[src/rtl/mem_bus_arb_pkg.sv]
// mem_bus_arb_pkg: shared types and constants for the two-port memory bus
// arbiter. It holds the bus widths, the FSM state encoding, the grant
// encoding, the response codes and the round-robin pick helper.
package mem_bus_arb_pkg;

   localparam int INST_ADDR_BUS = 64;
   localparam int DATA_ADDR_BUS = 64;
   localparam int DATA_BUS      = 64;

   typedef enum logic [1:0] {
      ARB_IDLE  = 2'd0,
      ARB_BUSY  = 2'd1,
      ARB_DRAIN = 2'd2
   } arb_state_e;

   typedef enum logic {
      ARB_GRANT_IF  = 1'b0,
      ARB_GRANT_MEM = 1'b1
   } arb_grant_e;

   localparam logic [1:0] RESP_OKAY = 2'b00;
   localparam logic [1:0] RESP_ERR  = 2'b10;

   // A single requester always wins. On a tie, the port that did not
   // complete last wins.
   function automatic arb_grant_e pick_grant(input logic if_v,
                                             input logic mem_v,
                                             input arb_grant_e last);
      if (if_v && mem_v)
         return (last == ARB_GRANT_IF) ? ARB_GRANT_MEM : ARB_GRANT_IF;
      else if (mem_v)
         return ARB_GRANT_MEM;
      else
         return ARB_GRANT_IF;
   endfunction

endpackage

[src/rtl/mem_bus_arb_wdt.sv]
// mem_bus_arb_wdt: response watchdog for the bus arbiter.
// Ports:
//   clk, rst  clock and asynchronous active-high reset
//   clear     zero the counter (the arbiter asserts it on BUSY entry)
//   enable    count this cycle (high while BUSY)
//   expired   high while enabled and the count equals TIMEOUT
// TIMEOUT = 0 disables the watchdog, so expired never asserts.
module mem_bus_arb_wdt #(
   parameter int TIMEOUT = 255
) (
   input  logic clk,
   input  logic rst,
   input  logic clear,
   input  logic enable,
   output logic expired
);

   // Keep at least one bit so TIMEOUT = 0 still elaborates.
   localparam int CW = (TIMEOUT > 0) ? $clog2(TIMEOUT + 1) : 1;
   localparam logic [CW-1:0] LIMIT = CW'(TIMEOUT);
   localparam logic [CW-1:0] CMAX  = '1;

   logic [CW-1:0] count_reg;

   // The counter saturates at all-ones rather than wrapping.
   always_ff @(posedge clk or posedge rst) begin
      if (rst)
         count_reg <= '0;
      else if (clear)
         count_reg <= '0;
      else if (enable && (count_reg != CMAX))
         count_reg <= count_reg + 1'b1;
   end

   assign expired = (TIMEOUT != 0) && enable && (count_reg == LIMIT);

endmodule

[src/rtl/mem_bus_arb.sv]
// mem_bus_arb: shares one external memory bus between the instruction-fetch
// port and the MEM-stage data port. It serves one transaction at a time,
// uses round-robin on ties, and returns an error if the downstream hangs.
// Ports:
//   clk, rst              clock and asynchronous active-high reset
//   if_*                  fetch requester: valid/addr/size in; ready/data/resp out
//   mem_*                 data requester: valid/req/addr/size/wdata in; ready/data/resp out
//   bus_*_o               downstream request; driven only while BUSY
//   bus_ready_i/data/resp downstream completion
// Completion data and response pass through combinationally in the ready cycle.
module mem_bus_arb
   import mem_bus_arb_pkg::*;
#(
   parameter int TIMEOUT = 255
) (
   input  logic                     clk,
   input  logic                     rst,
   input  logic                     if_valid_i,
   input  logic [INST_ADDR_BUS-1:0] if_addr_i,
   input  logic [1:0]               if_size_i,
   output logic                     if_ready_o,
   output logic [DATA_BUS-1:0]      if_data_read_o,
   output logic [1:0]               if_resp_o,
   input  logic                     mem_valid_i,
   input  logic                     mem_req_i,
   input  logic [DATA_ADDR_BUS-1:0] mem_addr_i,
   input  logic [1:0]               mem_size_i,
   input  logic [DATA_BUS-1:0]      mem_data_write_i,
   output logic                     mem_ready_o,
   output logic [DATA_BUS-1:0]      mem_data_read_o,
   output logic [1:0]               mem_resp_o,
   output logic                     bus_valid_o,
   output logic                     bus_req_o,
   output logic [63:0]              bus_addr_o,
   output logic [1:0]               bus_size_o,
   output logic [DATA_BUS-1:0]      bus_data_write_o,
   input  logic                     bus_ready_i,
   input  logic [DATA_BUS-1:0]      bus_data_read_i,
   input  logic [1:0]               bus_resp_i
);

   arb_state_e          state_reg, state_next;
   arb_grant_e          grant_reg, grant_next;
   arb_grant_e          last_grant_reg, last_grant_next;
   logic                req_reg, req_next;
   logic [63:0]         addr_reg, addr_next;
   logic [1:0]          size_reg, size_next;
   logic [DATA_BUS-1:0] wdata_reg, wdata_next;

   logic                wdt_clear, wdt_enable, wdt_expired;
   logic                done;
   logic [DATA_BUS-1:0] done_data;
   logic [1:0]          done_resp;

   mem_bus_arb_wdt #(.TIMEOUT(TIMEOUT)) u_wdt (
      .clk     (clk),
      .rst     (rst),
      .clear   (wdt_clear),
      .enable  (wdt_enable),
      .expired (wdt_expired)
   );

   always_ff @(posedge clk or posedge rst) begin
      if (rst) begin
         state_reg      <= ARB_IDLE;
         grant_reg      <= ARB_GRANT_IF;
         last_grant_reg <= ARB_GRANT_IF;
         req_reg        <= 1'b0;
         addr_reg       <= '0;
         size_reg       <= '0;
         wdata_reg      <= '0;
      end else begin
         state_reg      <= state_next;
         grant_reg      <= grant_next;
         last_grant_reg <= last_grant_next;
         req_reg        <= req_next;
         addr_reg       <= addr_next;
         size_reg       <= size_next;
         wdata_reg      <= wdata_next;
      end
   end

   always_comb begin
      state_next       = state_reg;
      grant_next       = grant_reg;
      last_grant_next  = last_grant_reg;
      req_next         = req_reg;
      addr_next        = addr_reg;
      size_next        = size_reg;
      wdata_next       = wdata_reg;
      wdt_clear        = 1'b0;
      wdt_enable       = 1'b0;
      done             = 1'b0;
      done_data        = '0;
      done_resp        = RESP_OKAY;
      bus_valid_o      = 1'b0;
      bus_req_o        = 1'b0;
      bus_addr_o       = '0;
      bus_size_o       = '0;
      bus_data_write_o = '0;
      if_ready_o       = 1'b0;
      if_data_read_o   = '0;
      if_resp_o        = '0;
      mem_ready_o      = 1'b0;
      mem_data_read_o  = '0;
      mem_resp_o       = '0;

      case (state_reg)
         ARB_IDLE: begin
            // A stray bus_ready_i here is ignored.
            if (if_valid_i || mem_valid_i) begin
               grant_next = pick_grant(if_valid_i, mem_valid_i, last_grant_reg);
               state_next = ARB_BUSY;
               wdt_clear  = 1'b1;
               if (grant_next == ARB_GRANT_MEM) begin
                  req_next   = mem_req_i;
                  addr_next  = mem_addr_i;
                  size_next  = mem_size_i;
                  wdata_next = mem_data_write_i;
               end else begin
                  // Fetches are always reads with no store data.
                  req_next   = 1'b0;
                  addr_next  = if_addr_i;
                  size_next  = if_size_i;
                  wdata_next = '0;
               end
            end
         end
         ARB_BUSY: begin
            bus_valid_o      = 1'b1;
            bus_req_o        = req_reg;
            bus_addr_o       = addr_reg;
            bus_size_o       = size_reg;
            bus_data_write_o = wdata_reg;
            wdt_enable       = 1'b1;
            // A real response wins over a timeout in the same cycle.
            if (bus_ready_i) begin
               done            = 1'b1;
               done_data       = bus_data_read_i;
               done_resp       = bus_resp_i;
               last_grant_next = grant_reg;
               state_next      = ARB_IDLE;
            end else if (wdt_expired) begin
               done       = 1'b1;
               done_resp  = RESP_ERR;
               state_next = ARB_DRAIN;
            end
         end
         ARB_DRAIN: begin
            // Absorb the late response of the abandoned transaction.
            if (bus_ready_i)
               state_next = ARB_IDLE;
         end
         default: state_next = ARB_IDLE;
      endcase

      // Only the owner sees the completion.
      if (grant_reg == ARB_GRANT_MEM) begin
         mem_ready_o     = done;
         mem_data_read_o = done ? done_data : '0;
         mem_resp_o      = done ? done_resp : '0;
      end else begin
         if_ready_o      = done;
         if_data_read_o  = done ? done_data : '0;
         if_resp_o       = done ? done_resp : '0;
      end
   end

endmodule
[config.mk]
export PLATFORM = sky130hd
export DESIGN_NAME = mem_bus_arb
export DESIGN_NICKNAME = d
export VERILOG_FILES = /design/src/rtl/mem_bus_arb_pkg.sv /design/src/rtl/mem_bus_arb_wdt.sv /design/src/rtl/mem_bus_arb.sv
export SDC_FILE = /design/constraint.sdc
export NUM_CORES = 1
export LEC_CHECK = 0
export CAP_MARGIN = 5
export CORE_AREA = 5 5 204 206
export CTS_CLUSTER_SIZE = 28
export DETAILED_ROUTE_END_ITERATION = 12
export DIE_AREA = 0 0 209 211
export GPL_TIMING_DRIVEN = 0
export SLEW_MARGIN = 15
export SYNTH_ARGS = -nofsm -noshare
export SYNTH_HDL_FRONTEND = slang
export SYNTH_SLANG_ARGS = --single-unit
[constraint.sdc]
create_clock -name clk -period 5.35 [get_ports clk]
set_input_delay 1.07 -clock clk [delete_from_list [all_inputs] [get_ports clk]]
set_output_delay 1.07 -clock clk [all_outputs]
set_load 0.03 [all_outputs]
Yosys cells after proc, flatten, opt, wreduce, memory -nomap -nowiden
Cells that the tools add are included.
Storage, ports and cells
  bits in registers: 143
  bits in latches: 0
  bits in writable memories: 0
  ROM bits: 0
  input port bits: 268
  output and inout port bits: 266
  logic and storage cells: 64
  memories kept: 0
Operators by class
  $add $sub $neg: 1
  multiply operators: 0
  div/mod/pow operators: 0
  magnitude comparators: 0
  eq/ne operators: 7
  shift-type cells: 0
  multiplexer cells: 39
  bitwise logic cells: 0
  reduce and logical (&&, ||, !) cells: 9
Operator list (count)
  64-bit 2-to-1 mux: 9
  2-bit 2-to-1 mux: 12
  8-bit 2-to-1 mux: 2
  1-bit 2-to-1 mux: 15
  8-bit by 1-bit adder with 8-bit output (second input constant): 1
  8-bit == test (second input constant): 1
  8-bit != test (second input constant): 1
  2-bit case mux with 3 select lines: 1
  2-bit != test (second input constant): 2
  2-bit AND reduction: 2
  1-bit logical AND: 3
  3-bit by 2-bit != test with 1-bit output (second input constant): 1
  3-bit AND reduction: 1
  2-bit by 1-bit == test with 1-bit output (second input constant): 1
  2-bit == test (second input constant): 1
  2-bit zero test: 1
  2-bit nonzero test: 1
  1-bit logical OR: 1

Logic depth before layout (Yosys ltp)
  word-level depth: 8
  mapped depth: 7
  depth with buffers taken out: 4

Modules after synthesis
From an unflattened synthesis, not the netlist that was laid out.
Unflattened totals
  cell total of the unflattened synthesis: 724
  area, all modules: 7970.1 sq um
Modules (own cells, without submodules)
  mem_bus_arb: times used 1, cells each 675, area an instance 7475.9 sq um, seq. area each 3378.2 sq um
  mem_bus_arb_wdt: times used 1, cells each 49, area an instance 494.2 sq um, seq. area each 200.2 sq um

Worst setup path before layout
OpenSTA, ideal clock, no wires.
  kind: input to output
  from: in bus_ready_i
  to: out if_resp_o[1]
  arrival: 2.070 ns
  data required time: 4.280 ns
  slack: 2.210 ns
  stages on the path: 2
  path buffers: 0
  cell sequence: o31ai_1 -> nor3b_1
Between the ends
  longest elaborated chain between the ends: 4
  elaborated cells between the ends (all ways): 6
  classes of those cells: mux (6)
Ends and longest elaborated chain
  start, declared: line mem_bus_arb.sv:37  | input logic bus_ready_i,
  2-bit 2-to-1 mux or 1-bit 2-to-1 mux (tied branches): line mem_bus_arb.sv:137  | if (bus_ready_i) begin
  2-bit 2-to-1 mux or 1-bit 2-to-1 mux (tied branches): line mem_bus_arb.sv:108  | case (state_reg)
  2-bit 2-to-1 mux (*): line mem_bus_arb.sv:165  | if_resp_o = done ? done_resp : '0;
  2-bit 2-to-1 mux (*): line mem_bus_arb.sv:158  | if (grant_reg == ARB_GRANT_MEM) begin
  end, declared: line mem_bus_arb.sv:23  | output logic [1:0] if_resp_o,
Every way passes the cells marked *; elsewhere a longest branch is shown, timed or not.

Worst setup path in the final report
  from: in bus_ready_i
  to: out mem_data_read_o[34]
Between the ends
  longest elaborated chain between the ends: 4
  elaborated cells between the ends (all ways): 6
  classes of those cells: mux (6)
Ends and longest elaborated chain
  64-bit 2-to-1 mux or 1-bit 2-to-1 mux (tied branches): line mem_bus_arb.sv:137
  64-bit 2-to-1 mux or 1-bit 2-to-1 mux (tied branches): line mem_bus_arb.sv:108
  64-bit 2-to-1 mux (*): line mem_bus_arb.sv:160  | mem_data_read_o = done ? done_data : '0;
  64-bit 2-to-1 mux (*): line mem_bus_arb.sv:158
  end, declared: line mem_bus_arb.sv:30  | output logic [DATA_BUS-1:0] mem_data_read_o,
Marks and branches as above.

==> flow_summary.json <==
{
  "cp_common_cell": "clkdlybuf4s50_1",
  "fin_worst_skew_ns": 0.00732,
  "drt-wirelength-per-cell_um": 22.0,
  "pwr-share-clk": 0.201,
  "startpoint_of_the_most_critical_setup_path": "bus_ready_i",
  "grt_max_degree": 77,
  "comb_power_share": 0.527,
  "cellLeakagePower_nw": 5.89,
  "path_cells": "clkdlybuf4s50_1, and3_1, buf_2, clkbuf_2, and2_1, clkdlybuf4s50_1",
  "grt.total_usage": 0.174,
  "post_route_cells_drive_above_1_share": 0.132,
  "post_drt_antenna_nets": 0,
  "hpwlAfterDp_mm": 32.8,
  "syn-cell-area_um2": 8000,
  "worst_r2r_startpoint": "last_grant_reg$_DFFE_PP0P_",
  "die_w_um": 209,
  "gp_congestion": 0.955,
  "post_cts_buffers": 0,
  "setup-violations-final": 0,
  "timing.hold.worst.class": "flop to flop",
  "ys.warnings.count": 0,
  "die-area_um2": 44100,
  "share_of_the_synthesized_area_in_the_top_cell_type": 0.447,
  "cell_accounting_for_the_most_synthesized_area": "dfrtp_1",
  "numPortBuffers": 533,
  "final.period_utilization": 0.858,
  "critPathMaxFanout": 10,
  "critical_path.startpoint_type": "input pin",
  "worst_slew_margin_relative_to_its_limit": 0.451,
  "asyncSetResetFlopFracSynth": 1.00,
  "clock_tree.root_cell": "clkbuf_16",
  "netlist_instances": 725,
  "final_antenna_diode_count": 0,
  "areaGrowthSynthToFinish_pct": 82.8,
  "power.internal_mw": 3.67,
  "timing.rr.end": "addr_reg[33]$_DFFE_PP0P_",
  "synth_most_common_cell": "and2_1",
  "fin_hold_viols": 0,
  "core_area_um2": 39500,
  "synthFlopType": "dfrtp_1",
  "num-nets-final": 1547,
  "detail_route.wirelength_mm": 40.0,
  "detail_route.drc_violations": 0,
  "synth_seq_cells": 143,
  "h-tree-depth": 4,
  "netlist_top_cells_area": "dfrtp_1 45%, and2_1 20%, mux2_2 13%, a22o_1 7.1%, mux2_1 5.6%",
  "yosysSeqAreaShare": 0.447,
  "r2r_slack_ns": 3.14,
  "via_count": 7715,
  "post_cts_hold_buffer_count": 0,
  "vdd_ir_drop_max_mv": 0.185,
  "firstDrtPassIters": 4,
  "cp-end-kind": "primary output",
  "arrival_ns": 3.52,
  "clkLatencyLatePin_ns": 0.41,
  "worstRegToRegCells": 5,
  "ctsLongestPathBuffers": 2,
  "synth-edff-count": 0,
  "final.setup.tns_ns": 0,
  "count_of_final_max_slew_check_failures": 0,
  "critPathKind": "input pin to primary output",
  "nFillCells": 4008,
  "grt_first_pass_wirelength_mm": 57.4,
  "setup.worst_path.end": "mem_data_read_o[34]",
  "grt_setup_unrepaired": "false",
  "max_capacitance_violation_total": 0,
  "ctsResizeCount": 0,
  "first_global_vias": 8404,
  "io-pin-count": 534,
  "critPathSlowestCell": "clkdlybuf4s50_1",
  "syn-mean-instance-area_um2": 11.0,
  "power_switching_mw": 2.46,
  "power.switching_fraction": 0.401,
  "cts_tree": "done",
  "initial_core_util": 0.203,
  "dr.first_iter.drc_count": 260,
  "slowest_delay_ns": 0.73,
  "placement_rows": 73,
  "p_per_area_nw_per_um2": 419,
  "design_power_total_mw": 6.13,
  "period_minus_slack_ns": 4.59,
  "cts.sink_count": 143,
  "run_status": "finished, final reports clean",
  "avgViaCountPerCell": 4.25,
  "syn-num-nets": 994,
  "fmaxAchievable_mhz": 218,
  "floorplan.die.height_um": 211,
  "number_of_antenna_violations_at_the_first_check_in_global_routing": 2,
  "synth.cells.most_frequent": "261 x and2_1, 143 x dfrtp_1, 92 x mux2_2",
  "cts.clk_slew.worst_paths_ns": 0.06,
  "gr-total-overflow": 0,
  "pwr-share-seq": 0.272,
  "worst_pin_slew_ns": 0.819,
  "yosys.cell_types.count": 44,
  "timing.critical_path.required_ns": 4.28,
  "cts_made_buffers": 17
}
==> cells in the final DEF, fill, tap and decap left out, types with 2 or more instances in the layout <==
| cell type | instances |
|---|---|
| clkbuf_1 | 23 |
| clkbuf_16 | 17 |
| inv_8 | 2 |
| bufinv_16 | 2 |
| buf_2 | 19 |
| and3_1 | 2 |
| mux2_1 | 40 |
| clkinv_2 | 2 |
| o31ai_1 | 2 |
| a22o_1 | 65 |
| a21o_1 | 3 |
| nor3_1 | 4 |
| buf_4 | 4 |
| nor3b_1 | 2 |
| clkinvlp_4 | 2 |
| clkbuf_2 | 10 |
| nand3_1 | 3 |
| clkdlybuf4s50_1 | 533 |
| clkinv_4 | 3 |
| mux2_2 | 92 |
| buf_6 | 5 |
| nor2b_1 | 2 |
| nand4_1 | 3 |
| a211oi_1 | 4 |
| and2_1 | 261 |
| inv_6 | 4 |
| nor2_1 | 2 |
| inv_1 | 2 |
| nand2_1 | 5 |
| nor4_1 | 2 |
| dfrtp_1 | 143 |
| o21ai_0 | 3 |
| a21oi_1 | 4 |
==> through the flow <==
| step | worst slack, ns | std cells | util | hold WS (ns) | instance area, um2 |
|---|---|---|---|---|---|
| finish | 0.758 | 1816 | 0.371 | 0.496 | 14600 |
| floorplan | 0.442 | 725 | - | 0.450 | 8000 |
| CTS | 0.689 | 1816 | 0.371 | 0.501 | 14600 |
| global route | 0.638 | 1816 | 0.371 | 0.510 | 14600 |
| detailed placement | 0.712 | 1784 | 0.356 | 0.483 | 14000 |
| global placement | -2.06 | 1783 | 0.355 | 0.479 | 14000 |
==> worst min path at each step <==
stage / startpoint / to / slack [ns] / cells after the start
2_1_floorplan: last_grant_reg$_DFFE_PP0P_ / last_grant_reg$_DFFE_PP0P_ / 0.45 / 1
3_3_place_gp: wdata_reg[46]$_DFFE_PP0P_ / wdata_reg[46]$_DFFE_PP0P_ / 0.48 / 1
3_5_place_dp: wdata_reg[21]$_DFFE_PP0P_ / wdata_reg[21]$_DFFE_PP0P_ / 0.48 / 1
4_1_cts: addr_reg[0]$_DFFE_PP0P_ / addr_reg[0]$_DFFE_PP0P_ / 0.50 / 1
5_1_grt: wdata_reg[12]$_DFFE_PP0P_ / wdata_reg[12]$_DFFE_PP0P_ / 0.51 / 1
6_report: wdata_reg[56]$_DFFE_PP0P_ / wdata_reg[56]$_DFFE_PP0P_ / 0.50 / 1
==> routing by layer <==
metal / GRT usage / wire length [um] / vias to the layer above
met1: 0.188 / 14900 / 3744
li1: - / - / 3594
met5: 0 / 0 / -
met3: 0.0469 / 2500 / 42
met4: 0.0554 / 1210 / 0
met2: 0.329 / 21400 / 335
==> power by group through the flow <==
| stage | Sequential (mW) | Clock (mW) | Combinational [mW] |
|---|---|---|---|
| floorplan | 1.62 | 0 | 1.88 |
| global placement | 1.67 | 0 | 3.26 |
| detailed placement | 1.68 | 0 | 3.28 |
| CTS | 1.67 | 1.27 | 3.29 |
| global route | 1.72 | 1.32 | 3.43 |
| finish | 1.67 | 1.23 | 3.23 |
==> layout make-up <==
cell class	count	area, um2	area share
well taps	525	657	0.0449
clock inverters	14	158	0.0108
clock buffers	18	439	0.0300
flip-flops and latches	143	3580	0.245
plain buffers	61	318	0.0217
repair buffers	534	5360	0.367
inverters	4	22.5	0.00154
multi-input cells	517	4090	0.280
==> worst max-delay path: cells and delay by family <==
family | cells | cell delay, ns
AND/OR/NAND/NOR | 2 | 0.56
buffers and inverters | 4 | 1.88
==> cells by family after synthesis <==
| group | synth area share |
|---|---|
| AND/OR/NAND/NOR | 0.231 |
| flip-flops | 0.447 |
| multiplexers | 0.187 |
| AO/OA/AOI/OAI | 0.0916 |
| buffers and inverters | 0.0416 |
| adder cells (fa/ha/maj) | 0.00156 |
Note: power is estimated with default switching activity, not from simulation.
